--- config.mk ---
export PLATFORM = sky130hd
export DESIGN_NAME = baud_gen_os_flat
export DESIGN_NICKNAME = d
export VERILOG_FILES = /design/src/rtl/baud_gen_os_if.sv /design/src/rtl/baud_gen_os.sv /design/src/flat_wrapper.sv
export SDC_FILE = /design/constraint.sdc
export NUM_CORES = 1
export LEC_CHECK = 0
export ABC_CLOCK_PERIOD_IN_PS = 10500
export BUFFER_PORTS_ARGS = -buffer_cell sky130_fd_sc_hd__buf_2
export CAP_MARGIN = 30
export CORE_ASPECT_RATIO = 0.8
export CORE_MARGIN = 2
export CORE_UTILIZATION = 60
export DETAILED_ROUTE_END_ITERATION = 16
export PLACE_DENSITY = 0.93
export REMOVE_ABC_BUFFERS = 1
export SYNTH_ARGS = -nofsm -noshare
export SYNTH_HDL_FRONTEND = slang
export SYNTH_SLANG_ARGS = --single-unit
export TNS_END_PERCENT = 10
--- constraint.sdc ---
create_clock -name Clock -period 10.5 [get_ports Clock]
set_input_delay 3.15 -clock Clock [delete_from_list [all_inputs] [get_ports Clock]]
set_output_delay 3.15 -clock Clock [all_outputs]
set_load 0.02 [all_outputs]
--- src/rtl/baud_gen_os_if.sv ---
// Control and tick bundle between the oversampling baud generator and its
// UART users; master drives rate/phase controls, slave returns the ticks.
interface baud_gen_os_if #(
  parameter int OVERSAMPLE = 16,
  parameter int DIV_W      = 16,
  parameter int FRAC_W     = 4
);
  localparam int IDX_W = $clog2(OVERSAMPLE);

  logic                    Enable;
  logic                    ReSync;
  logic [1:0]              BaudRate;
  logic                    UseCustom;
  logic [DIV_W+FRAC_W-1:0] CustomDiv;
  logic                    RxTick;
  logic                    BaudOut;
  logic [IDX_W-1:0]        SampleIdx;

  modport master (
    output Enable, ReSync, BaudRate, UseCustom, CustomDiv,
    input  RxTick, BaudOut, SampleIdx
  );

  modport slave (
    input  Enable, ReSync, BaudRate, UseCustom, CustomDiv,
    output RxTick, BaudOut, SampleIdx
  );
endinterface

--- src/rtl/baud_gen_os.sv ---
// Oversampling baud generator: fractional divider producing RxTick at
// OVERSAMPLE x baud and BaudOut once per bit, with restart on ReSync/Enable.
module baud_gen_os #(
  parameter int CLK_FREQ   = 50000000,
  parameter int OVERSAMPLE = 16,
  parameter int DIV_W      = 16,
  parameter int FRAC_W     = 4
) (
  input logic          Clock,
  input logic          ResetN,
  baud_gen_os_if.slave bus
);
  localparam int IDX_W = $clog2(OVERSAMPLE);
  localparam int DW    = DIV_W + FRAC_W;

  typedef logic [DW-1:0] div_t;

  // Clocks per RxTick in fixed point with FRAC_W fraction bits, truncated.
  function automatic div_t preset_div(input longint baud);
    longint scaled;
    scaled = (longint'(CLK_FREQ) << FRAC_W) / (baud * longint'(OVERSAMPLE));
    return div_t'(scaled);
  endfunction

  localparam div_t DIV_2400  = preset_div(2400);
  localparam div_t DIV_4800  = preset_div(4800);
  localparam div_t DIV_9600  = preset_div(9600);
  localparam div_t DIV_19200 = preset_div(19200);

  div_t             sel_div;
  logic [DIV_W-1:0] sel_i;
  logic [FRAC_W-1:0] sel_f;
  logic [DIV_W-1:0] reload_cnt;

  // NOTE: every always_comb output gets a default first, so no path can leave it unassigned and infer a latch.
  always_comb begin
    sel_div = DIV_2400;
    if (bus.UseCustom) begin
      sel_div = bus.CustomDiv;
    end else begin
      case (bus.BaudRate)
        2'b00:   sel_div = DIV_2400;
        2'b01:   sel_div = DIV_4800;
        2'b10:   sel_div = DIV_9600;
        default: sel_div = DIV_19200;
      endcase
    end
    sel_i = sel_div[DW-1:FRAC_W];
    sel_f = sel_div[FRAC_W-1:0];
    // A period shorter than two clocks would merge adjacent ticks.
    if (sel_i < DIV_W'(2)) sel_i = DIV_W'(2);
  end

  assign reload_cnt = sel_i - DIV_W'(1);

  logic [DIV_W-1:0]  cnt_q, cnt_d;
  logic [FRAC_W-1:0] acc_q, acc_d;
  logic [FRAC_W-1:0] fa_q, fa_d;
  logic [IDX_W-1:0]  idx_q, idx_d;
  logic              rx_tick_q, rx_tick_d;
  logic              baud_out_q, baud_out_d;
  logic [FRAC_W:0]   acc_sum;

  always_comb begin
    cnt_d      = cnt_q;
    acc_d      = acc_q;
    fa_d       = fa_q;
    idx_d      = idx_q;
    rx_tick_d  = 1'b0;
    baud_out_d = 1'b0;
    acc_sum    = {1'b0, acc_q} + {1'b0, fa_q};

    if (!bus.Enable || bus.ReSync) begin
      cnt_d = reload_cnt;
      acc_d = '0;
      fa_d  = sel_f;
      idx_d = '0;
    end else if (cnt_q != '0) begin
      cnt_d = cnt_q - DIV_W'(1);
    end else begin
      // Carry out of the accumulator stretches the next period by one clock.
      rx_tick_d  = 1'b1;
      baud_out_d = (idx_q == IDX_W'(OVERSAMPLE - 1));
      acc_d      = acc_sum[FRAC_W-1:0];
      fa_d       = sel_f;
      cnt_d      = reload_cnt + DIV_W'(acc_sum[FRAC_W]);
      idx_d      = idx_q + IDX_W'(1);
    end
  end

  // NOTE: sequential state uses non-blocking assignments so every flop samples pre-edge values.
  always_ff @(posedge Clock) begin
    if (!ResetN) begin
      cnt_q      <= reload_cnt;
      acc_q      <= '0;
      fa_q       <= sel_f;
      idx_q      <= '0;
      rx_tick_q  <= 1'b0;
      baud_out_q <= 1'b0;
    end else begin
      cnt_q      <= cnt_d;
      acc_q      <= acc_d;
      fa_q       <= fa_d;
      idx_q      <= idx_d;
      rx_tick_q  <= rx_tick_d;
      baud_out_q <= baud_out_d;
    end
  end

  assign bus.RxTick    = rx_tick_q;
  assign bus.BaudOut   = baud_out_q;
  assign bus.SampleIdx = idx_q;

endmodule

--- src/flat_wrapper.sv ---
// flat-port wrapper written by rule: the top's interface ports become plain ports
module baud_gen_os_flat 
#(
  parameter int CLK_FREQ   = 50000000,
  parameter int OVERSAMPLE = 16,
  parameter int DIV_W      = 16,
  parameter int FRAC_W     = 4
)
  (Clock, ResetN, bus_Enable, bus_ReSync, bus_BaudRate, bus_UseCustom, bus_CustomDiv, bus_RxTick, bus_BaudOut, bus_SampleIdx);
  baud_gen_os_if #(.OVERSAMPLE(OVERSAMPLE), .DIV_W(DIV_W), .FRAC_W(FRAC_W)) bus_i ();
  input logic Clock;
  input logic ResetN;
  input wire logic [$bits(bus_i.Enable)-1:0] bus_Enable;
  input wire logic [$bits(bus_i.ReSync)-1:0] bus_ReSync;
  input wire logic [$bits(bus_i.BaudRate)-1:0] bus_BaudRate;
  input wire logic [$bits(bus_i.UseCustom)-1:0] bus_UseCustom;
  input wire logic [$bits(bus_i.CustomDiv)-1:0] bus_CustomDiv;
  output wire logic [$bits(bus_i.RxTick)-1:0] bus_RxTick;
  output wire logic [$bits(bus_i.BaudOut)-1:0] bus_BaudOut;
  output wire logic [$bits(bus_i.SampleIdx)-1:0] bus_SampleIdx;
  assign bus_i.Enable = bus_Enable;
  assign bus_i.ReSync = bus_ReSync;
  assign bus_i.BaudRate = bus_BaudRate;
  assign bus_i.UseCustom = bus_UseCustom;
  assign bus_i.CustomDiv = bus_CustomDiv;
  assign bus_RxTick = bus_i.RxTick;
  assign bus_BaudOut = bus_i.BaudOut;
  assign bus_SampleIdx = bus_i.SampleIdx;
  baud_gen_os #(.CLK_FREQ(CLK_FREQ), .OVERSAMPLE(OVERSAMPLE), .DIV_W(DIV_W), .FRAC_W(FRAC_W)) u_core (.Clock(Clock), .ResetN(ResetN), .bus(bus_i));
endmodule
==> impl_metrics.tcl, run 1 <==
set metrics [dict create \
    synthFlopType "dfxtp_1" \
    post_cts_resized 0 \
    synth_cells 334 \
    setup_tns_ps 0 \
    syn2layout_area_growth_pct 10.9 \
    ys_types 77 \
    yosys_warnings 0 \
    syn_area_um2 2710 \
    cts_tree "done" \
    first_pass_iters 7 \
    post_cts_buffers 0 \
    skew_ps 4.41 \
    drv_cap 0 \
    status "finished clean" \
    power.share.clock_pct 37.2 \
    antenna_found_initial 0 \
    ys_ff_latch 30 \
    antennaDiodeCount 0 \
    die_h_um 64.1 \
    async_reset_ff_share_pct 0 \
    period_minus_slack_ps 6970 \
    grt_overflow 0 \
    worstSetupPathType "input pin to register" \
    port-buffer-count 32 \
    combPwrFrac_pct 22.2 \
    synth.area.mux_share_pct 3.74 \
    antenna_left 0 \
    core_um2 4260 \
    maxClockFrequency_mhz 143 \
    die_w_um 79.1 \
    clk_pin_slew_ps 70 \
    synth.top_cells.by_area "dfxtp_1 (19%), ha_1 (6.9%), xor2_1 (5.8%), edfxtp_1 (4.4%), a21oi_1 (3.9%)" \
    finalCritPeriodShare_pct 66.4 \
    dp_slack_ps 3380 \
    cts_max_level 2 \
    power_switching_mw 0.0940 \
    ys_seq_area_share_pct 23.7 \
    final_cell_mix "buf_2 (32), nor2_1 (27), nand2_1 (27)" \
    cts_buffers 5 \
    postCtsHoldBufs 0 \
    startpoint_type "input pin" \
    hold_viol 0 \
    hold_path.class "register to register" \
    start_util_pct 63.6 \
    synth_compound_area_share_pct 22.1 \
    cts_root_buf "clkbuf_8" \
    drv_slew 0 \
    avgSynthCellArea_um2 8.11 \
    via_per_inst 6.44 \
    setup_viol 0 \
    drc_errors 0 \
    cp-end-kind "register" \
    grt_pass1_vias 2410 \
    post-route-util_pct 70.5 \
    arrival_ps 7160 \
    layout_commonest_cell "buf_2" \
    synth_edf_count 4 \
    power.share.sequential_pct 40.7 \
    p_leak_nw 1.20 \
    grt_max_degree 45 \
    synth_top_family_by_area "simple AND/OR/NAND/NOR gates" \
    worst_pin_slew_ps 888 \
    synth.top_cell.area_share_pct 19.2 \
    p_int_mw 0.233 \
    insertion_delay_ps 290 \
    dpl.hpwl_mm 5.25 \
    rows 21 \
    fill_cells 367 \
    critPathMaxFanout 44 \
    layout_setup_ws_ps 3530 \
    ios 33 \
    globalRouteMet3Util_pct 7.06 \
    gp_congestion 0.946 \
    grt_use_met2_pct 45.7 \
    clk_path_buf_depth 2 \
    grt_pass1_wl_mm 11.1 \
    synth_area_leader_cell "dfxtp_1" \
    rsz0062_at_grt "false" \
    drt-initial-drc-count 218 \
    gr-usage-all-layers_pct 28.1 \
    numClockSinks 30 \
    required_ps 10690 \
    synthAdderAreaFrac_pct 7.67 \
    drive_gt1_share_pct 16.5 \
    irDropWorstVdd_mv 0.0821 \
    vias 2706 \
    synthSimpleGateAreaFrac_pct 31.1 \
    synthXorXnorAreaFrac_pct 7.76 \
    drt-total-wl_mm 6.91 \
    maxSlewHeadroom_pct 40.6 \
    fin_nets 405 \
    die_area_um2 5070 \
    pwr_density_cell_nw_per_um2 109 \
    grt_use_met1_pct 37.1 \
    p_sw_share_pct 28.8 \
    grt.busiest_layer "met2" \
    wl_per_cell_um 16.5 \
]
## flip-flops by register name, indices dropped and copies added, names as in the netlist
| register | flops |
|---|---|
| u_core.bus.SampleIdx | 4 |
| u_core.bus.BaudOut | 1 |
| u_core.cnt_q | 16 |
| u_core.fa_q | 4 |
| u_core.bus.RxTick | 1 |
| u_core.acc_q | 4 |
## worst paths after layout
kind	startpoint	endpoint	slack, ps	depth (start not counted)
setup reg to reg	u_core.cnt_q[7]	u_core.cnt_q[12]	7190	9
hold reg to reg	u_core.acc_q[3]	u_core.acc_q[3]	470	2
hold / removal	u_core.acc_q[3]	u_core.acc_q[3]	470	2
setup / recovery	bus_UseCustom	u_core.cnt_q[9]	3530	14
## area by class of cell
type                            instances  area (µm²)  area share, %
Clock buffer                            7        86.3           2.88
Multi-Input combinational cell        280        1960           65.3
Inverter                               12        45.0           1.50
Tap cell                               57        71.3           2.37
Sequential cell                        30         641           21.3
Clock inverter                          1        30.0           1.00
Timing Repair Buffer                   33         168           5.58
## metrics by stage
step / instance area (µm²) / hold slack, ps / cells / total power, mW
after CTS: 3000 / 471 / 420 / 0.327
after detailed placement: 2890 / 462 / 412 / 0.206
after global routing: 3000 / 498 / 420 / 0.344
final: 3000 / 468 / 420 / 0.327
after floorplan: 2650 / 436 / 322 / 0.182
after global placement: 2890 / 442 / 412 / 0.203
## worst max-delay path: stages
cell and delay, ps:
buf_2 550, or3b_1 430, a21o_1 230, a211oi_1 360, or2_2 220, ha_1 270
nand4bb_1 220, a211o_1 370, xor2_1 140, mux2i_1 390, nand2_1 260, o21ai_1 190
o31ai_1 90, a221oi_1 260
## synth_stat cells, drive strengths merged (4+ instances only)
| master | count |
|---|---|
| nand3 | 9 |
| or3 | 8 |
| dfxtp | 26 |
| or4 | 4 |
| inv | 12 |
| xor2 | 18 |
| nor3 | 16 |
| edfxtp | 4 |
| nor4 | 4 |
| ha | 15 |
| o21ai | 13 |
| o22ai | 9 |
| and3 | 4 |
| a21oi | 21 |
| nand2 | 27 |
| nor2 | 29 |
| mux2i | 9 |
| nand4 | 4 |
| nand2b | 5 |
| a21o | 4 |
| clkbuf | 6 |
| nor2b | 10 |
| xnor2 | 6 |
| a211oi | 7 |
| buf | 6 |
## power groups by stage
| stage | sequential (mW) | combinational [mW] | clock (mW) |
|---|---|---|---|
| global route | 0.134 | 0.0806 | 0.130 |
| finish | 0.133 | 0.0724 | 0.121 |
| CTS | 0.133 | 0.0712 | 0.123 |
| detailed placement | 0.135 | 0.0706 | 0 |
| floorplan | 0.133 | 0.0491 | 0 |
| global placement | 0.134 | 0.0683 | 0 |
## logic make-up (layout without fill, tap and decap cells)
family	after synthesis	in the layout
adders and majority gates	16	16
and+or+nand+nor	144	144
AOI/OAI and AO/OA	86	86
xor gates and xnor gates	24	24
DFF	30	30
muxes	10	10
buffers and inverters	24	53
## metal layers
| metal | part of all wire (%) | up-vias | wire (µm) |
|---|---|---|---|
| met5 | 0 | - | 0 |
| met4 | 1.4 | 0 | 99 |
| met3 | 7.6 | 14 | 528 |
| met2 | 46 | 121 | 3150 |
| met1 | 45 | 1273 | 3130 |
| li1 | - | 1298 | - |
Note: power is estimated with default switching activity, not from simulation.
==> run 2, diff against run 1 <==
--- a/config.mk
+++ b/config.mk
@@ -5,14 +5,14 @@
 export SDC_FILE = /design/constraint.sdc
 export NUM_CORES = 1
 export LEC_CHECK = 0
-export ABC_CLOCK_PERIOD_IN_PS = 10500
+export ABC_CLOCK_PERIOD_IN_PS = 7000
 export BUFFER_PORTS_ARGS = -buffer_cell sky130_fd_sc_hd__buf_2
 export CAP_MARGIN = 30
 export CORE_ASPECT_RATIO = 0.8
 export CORE_MARGIN = 2
-export CORE_UTILIZATION = 60
+export CORE_UTILIZATION = 59
 export DETAILED_ROUTE_END_ITERATION = 16
-export PLACE_DENSITY = 0.93
+export PLACE_DENSITY = 0.92
 export REMOVE_ABC_BUFFERS = 1
 export SYNTH_ARGS = -nofsm -noshare
 export SYNTH_HDL_FRONTEND = slang
==> constraint.sdc (replaced) <==
create_clock -name Clock -period 7 [get_ports Clock]
set_input_delay 2.1 -clock Clock [delete_from_list [all_inputs] [get_ports Clock]]
set_output_delay 2.1 -clock Clock [all_outputs]
set_load 0.02 [all_outputs]
==> run 2 against run 1 <==
  * First-iteration DRC count increased by 24%
  * Clock power is 85% higher
  * Via count rose by 4.4%
  * Hold slack got worse by 4.7 ps
  * Non-clock buffer count did not move
  * Final area up 1.0%
  * Clock skew up 1.4 ps
  * Sequential share of layout area shrank 0.21 points
  * Power up 64%
  * Combinational power increased by 53%
  * Cell count up 0.71%
  * Largest cell class unchanged
  * Highest routed layer unchanged
==> impl_metrics.tcl, run 2 (synthesis gave the netlist of run 1 again) <==
set metrics [dict create \
    skew_ps 5.80 \
    required_ps 7190 \
    antenna_left 0 \
    layout_setup_ws_ps 914 \
    multi_input_area_um2 1960 \
    hold_path.class "register to register" \
    layout_commonest_cell "buf_2" \
    whs_ps 464 \
    dpl.hpwl_mm 5.44 \
    grt_overflow 0 \
    maxSlewHeadroom_pct 38.1 \
    clk_pin_slew_ps 70 \
    postCtsHoldBufs 0 \
    status "finished clean" \
    post_cts_resized 0 \
    arrival_ps 6270 \
    rows 22 \
    die_area_um2 5150 \
    finalCritPeriodShare_pct 86.9 \
    post_dp_cell_area_um2 2890 \
    ios 33 \
    cts_max_level 2 \
    fin_area_um2 3030 \
    fin_nets 405 \
    drv_slew 0 \
    die_w_um 79.7 \
    startpoint_type "input pin" \
    rsz0062_at_grt "false" \
    gp_congestion 0.976 \
    drive_gt1_share_pct 16.8 \
    setup_viol 0 \
    first_pass_iters 5 \
    period_minus_slack_ps 6090 \
    cts_root_buf "clkbuf_8" \
    via_per_inst 6.68 \
    dp_slack_ps 868 \
    start_util_pct 60.0 \
    syn2layout_area_growth_pct 12.0 \
    gr-usage-all-layers_pct 28.9 \
    worstSetupPathType "input pin to register" \
    seqCellArea_um2 641 \
    critPathMaxFanout 44 \
    final_cell_mix "buf_2 (32), nor2_1 (27), nand2_1 (27)" \
    drc_errors 0 \
    vias 2826 \
    port-buffer-count 32 \
    antenna_found_initial 0 \
    cts_buffers 5 \
    cts_tree "done" \
    drt-initial-drc-count 271 \
    drv_cap 0 \
    maxClockFrequency_mhz 164 \
    fill_cells 382 \
    numClockSinks 30 \
    largest_register_ffs 16 \
    insertion_delay_ps 290 \
    wl_per_cell_um 17.3 \
    cp-end-kind "register" \
    post_cts_buffers 0 \
    antennaDiodeCount 0 \
    grt_max_degree 45 \
    grt_pass1_wl_mm 11.8 \
    p_leak_nw 1.21 \
    irDropWorstVdd_mv 0.111 \
    worst_pin_slew_ps 925 \
    clk_path_buf_depth 2 \
    pwr_density_cell_nw_per_um2 176 \
    hold_viol 0 \
    die_h_um 64.6 \
    post-route-util_pct 67.2 \
    setup_tns_ps 0 \
    regMostFlops "u_core.cnt_q" \
    drt-total-wl_mm 7.30 \
    grt_pass1_vias 2614 \
    core_um2 4510 \
]
run 2: final cells by class:
class                           instances  area share [%]
Sequential cell                        30            21.1
Tap cell                               60            2.48
Inverter                               12            1.49
Clock inverter                          2            1.98
Timing Repair Buffer                   33            5.53
Multi-Input combinational cell        280            64.7
Clock buffer                            6            2.72
run 2: power breakdown:
part	internal (mW)	switching [mW]
sequential	0.188	0.0115
clock	0.152	0.0718
combinational	0.0454	0.0661
run 2: path summary, 6_finish.rpt:
check / start / endpoint / slack [ps] / cells past startpoint
setup / recovery: bus_UseCustom / u_core.cnt_q[9] / 910 / 14
hold / removal: u_core.acc_q[0] / u_core.acc_q[0] / 460 / 2
setup reg to reg: u_core.fa_q[0] / u_core.cnt_q[9] / 3680 / 14
hold reg to reg: u_core.acc_q[0] / u_core.acc_q[0] / 460 / 2
run 2: layer usage:
| layer | routed length, µm | GRT usage (%) |
|---|---|---|
| met4 | 178 | 12.3 |
| met2 | 3440 | 48.1 |
| met5 | 0 | 0 |
| met3 | 472 | 4.87 |
| met1 | 3210 | 37.0 |
run 2: worst max-delay path, cell delays in order:
cell and delay (ps):
buf_2 580, or3b_1 460, a21o_1 240, a211oi_1 360
or2_2 210, ha_1 270, nand4bb_1 230, a211o_1 370
xor2_1 140, mux2i_1 420, nand2_1 280, o21ai_1 200
o31ai_1 100, a221oi_1 310
run 2: through the flow:
stage / instances / total power, mW
4_1_cts: 423 / 0.531
3_3_place_gp: 415 / 0.304
3_5_place_dp: 415 / 0.310
5_1_grt: 423 / 0.554
2_1_floorplan: 322 / 0.273
6_report: 423 / 0.534
==> run 3, diff against run 2 <==
--- a/config.mk
+++ b/config.mk
@@ -10,9 +10,10 @@
 export CAP_MARGIN = 30
 export CORE_ASPECT_RATIO = 0.8
 export CORE_MARGIN = 2
-export CORE_UTILIZATION = 59
+export CORE_UTILIZATION = 60
+export CTS_BUF_LIST = sky130_fd_sc_hd__clkbuf_4
 export DETAILED_ROUTE_END_ITERATION = 16
-export PLACE_DENSITY = 0.92
+export PLACE_DENSITY = 0.93
 export REMOVE_ABC_BUFFERS = 1
 export SYNTH_ARGS = -nofsm -noshare
 export SYNTH_HDL_FRONTEND = slang
==> run 3 against run 2 <==
  * Hold slack better by 10 ps
  * Clock skew up 2.5 ps
  * Flip-flop and latch count did not move
  * Register-to-register slack hardly changed
  * Critical endpoint unchanged
  * Largest cell class unchanged
  * Final area decreased by 3.1%
  * Cell count decreased by 0.71%
  * Clock-buffer cell count down 1
  * Critical path depth is the same
  * Fmax grew 4.8%
  * Non-clock buffer count unchanged
  * Sequential power is essentially flat
==> impl_metrics.tcl, run 3 (synthesis gave the netlist of run 1 again) <==
set metrics [dict create \
    grt_overflow 0 \
    ios 33 \
    drive_gt1_share_pct 16.5 \
    start_util_pct 63.6 \
    grt_use_met2_pct 45.2 \
    p_int_mw 0.270 \
    power_switching_mw 0.141 \
    drv_cap 0 \
    drv_slew 0 \
    hold_path_end "u_core.acc_q[2]" \
    numClockSinks 30 \
    worst_pin_slew_ps 911 \
    gp_congestion 0.946 \
    globalRouteMet3Util_pct 6.36 \
    rows 21 \
    grt_pass1_wl_mm 11.5 \
    period_minus_slack_ps 5810 \
    worstSetupPathType "input pin to register" \
    combPwrFrac_pct 26.1 \
    postCtsHoldBufs 0 \
    setup_viol 0 \
    first_pass_iters 5 \
    regMostFlops "u_core.cnt_q" \
    dpl.hpwl_mm 5.13 \
    port-buffer-count 32 \
    largest_register_ffs 16 \
    clk_path_buf_depth 2 \
    drt-initial-drc-count 229 \
    syn2layout_area_growth_pct 8.60 \
    insertion_delay_ps 350 \
    via_per_inst 6.37 \
    grt.busiest_layer "met2" \
    hold_depth 2 \
    antenna_left 0 \
    antenna_found_initial 0 \
    cts_root_buf "clkbuf_4" \
    cts_buffers 5 \
    fin_nets 405 \
    drc_errors 0 \
    post_dp_cell_area_um2 2890 \
    fill_cells 360 \
    grt_max_degree 45 \
    r2r-end "u_core.cnt_q[10]" \
    cts_tree "done" \
    post_cts_resized 0 \
    finalCritPeriodShare_pct 83.0 \
    die_area_um2 5070 \
    multi_input_area_um2 1960 \
    p_sw_share_pct 34.3 \
    cp-end-kind "register" \
    clk_pin_slew_ps 110 \
    grt_use_met1_pct 39.3 \
    startpoint_type "input pin" \
    fin_area_um2 2940 \
    core_um2 4260 \
    grt_pass1_vias 2478 \
    antennaDiodeCount 0 \
    power.share.sequential_pct 48.2 \
    worstHoldStart "u_core.acc_q[2]" \
    r2r_slack_ps 3690 \
    final_cell_mix "buf_2 (32), nor2_1 (27), nand2_1 (27)" \
    maxClockFrequency_mhz 172 \
    required_ps 7260 \
    seqCellArea_um2 641 \
    layout_commonest_cell "buf_2" \
    rsz0062_at_grt "false" \
    arrival_ps 6070 \
    pwr_density_cell_nw_per_um2 140 \
    status "finished clean" \
    total_power_mw 0.411 \
    hold_path.class "register to register" \
    setup_tns_ps 0 \
    p_leak_nw 1.17 \
    drt-total-wl_mm 6.65 \
    power.share.clock_pct 25.8 \
    post_cts_buffers 0 \
    maxSlewHeadroom_pct 39.1 \
    reg2reg_depth 10 \
    gr-usage-all-layers_pct 28.6 \
    irDropWorstVdd_mv 0.0994 \
    die_w_um 79.1 \
    critPathMaxFanout 44 \
    die_h_um 64.1 \
    cts_max_level 2 \
    vias 2676 \
    r2r-start "u_core.cnt_q[7]" \
    hold_viol 0 \
    skew_ps 8.31 \
    wl_per_cell_um 15.8 \
]
-- run 3: how the worst max path moves through the flow --
stage                    start               end  slack [ps]  cells past startpoint
2_1_floorplan  bus_BaudRate[0]  u_core.cnt_q[15]        1640                     14
3_3_place_gp     bus_UseCustom   u_core.cnt_q[9]        1130                     14
3_5_place_dp     bus_UseCustom   u_core.cnt_q[9]         880                     14
4_1_cts        bus_BaudRate[0]   u_core.cnt_q[9]        1260                     16
5_1_grt          bus_UseCustom   u_core.cnt_q[9]         930                     14
6_report         bus_UseCustom   u_core.cnt_q[9]        1190                     14
-- run 3: final cells by class --
cell class                      instances  area share, %
Tap cell                               57           2.43
Clock buffer                            5           1.28
Timing Repair Buffer                   33           5.70
Sequential cell                        30           21.8
Multi-Input combinational cell        280           66.7
Inverter                               12           1.53
Clock inverter                          3          0.553
-- run 3: metal layers --
metal / wire length (µm) / up-vias / share of wire (%)
li1: - / 1294 / -
met4: 93 / 0 / 1.4
met1: 3060 / 1279 / 46
met3: 441 / 13 / 6.6
met5: 0 / - / 0
met2: 3050 / 90 / 46
-- run 3: critical path: stages --
cell and delay (ps):
buf_2 540, or3b_1 430, a21o_1 230, a211oi_1 380
or2_2 230, ha_1 270, nand4bb_1 220, a211o_1 360
xor2_1 140, mux2i_1 370, nand2_1 250, o21ai_1 200
o31ai_1 90, a221oi_1 250
-- run 3: power by group through the flow --
stage	clock (mW)	combinational [mW]	sequential [mW]
after floorplan	0	0.0737	0.200
after global placement	0	0.102	0.202
after detailed placement	0	0.105	0.202
after CTS	0.106	0.106	0.198
after global routing	0.120	0.120	0.200
final	0.106	0.107	0.198
-- run 3: metrics by stage --
| step | instances | util [%] | hold WS (ps) | setup slack, ps |
|---|---|---|---|---|
| after floorplan | 322 | - | 436 | 1640 |
| after global placement | 412 | 67.8 | 442 | 1130 |
| after detailed placement | 412 | 67.8 | 457 | 881 |
| after CTS | 420 | 69.1 | 471 | 1260 |
| after global routing | 420 | 69.1 | 492 | 929 |
| final | 420 | 69.1 | 474 | 1190 |
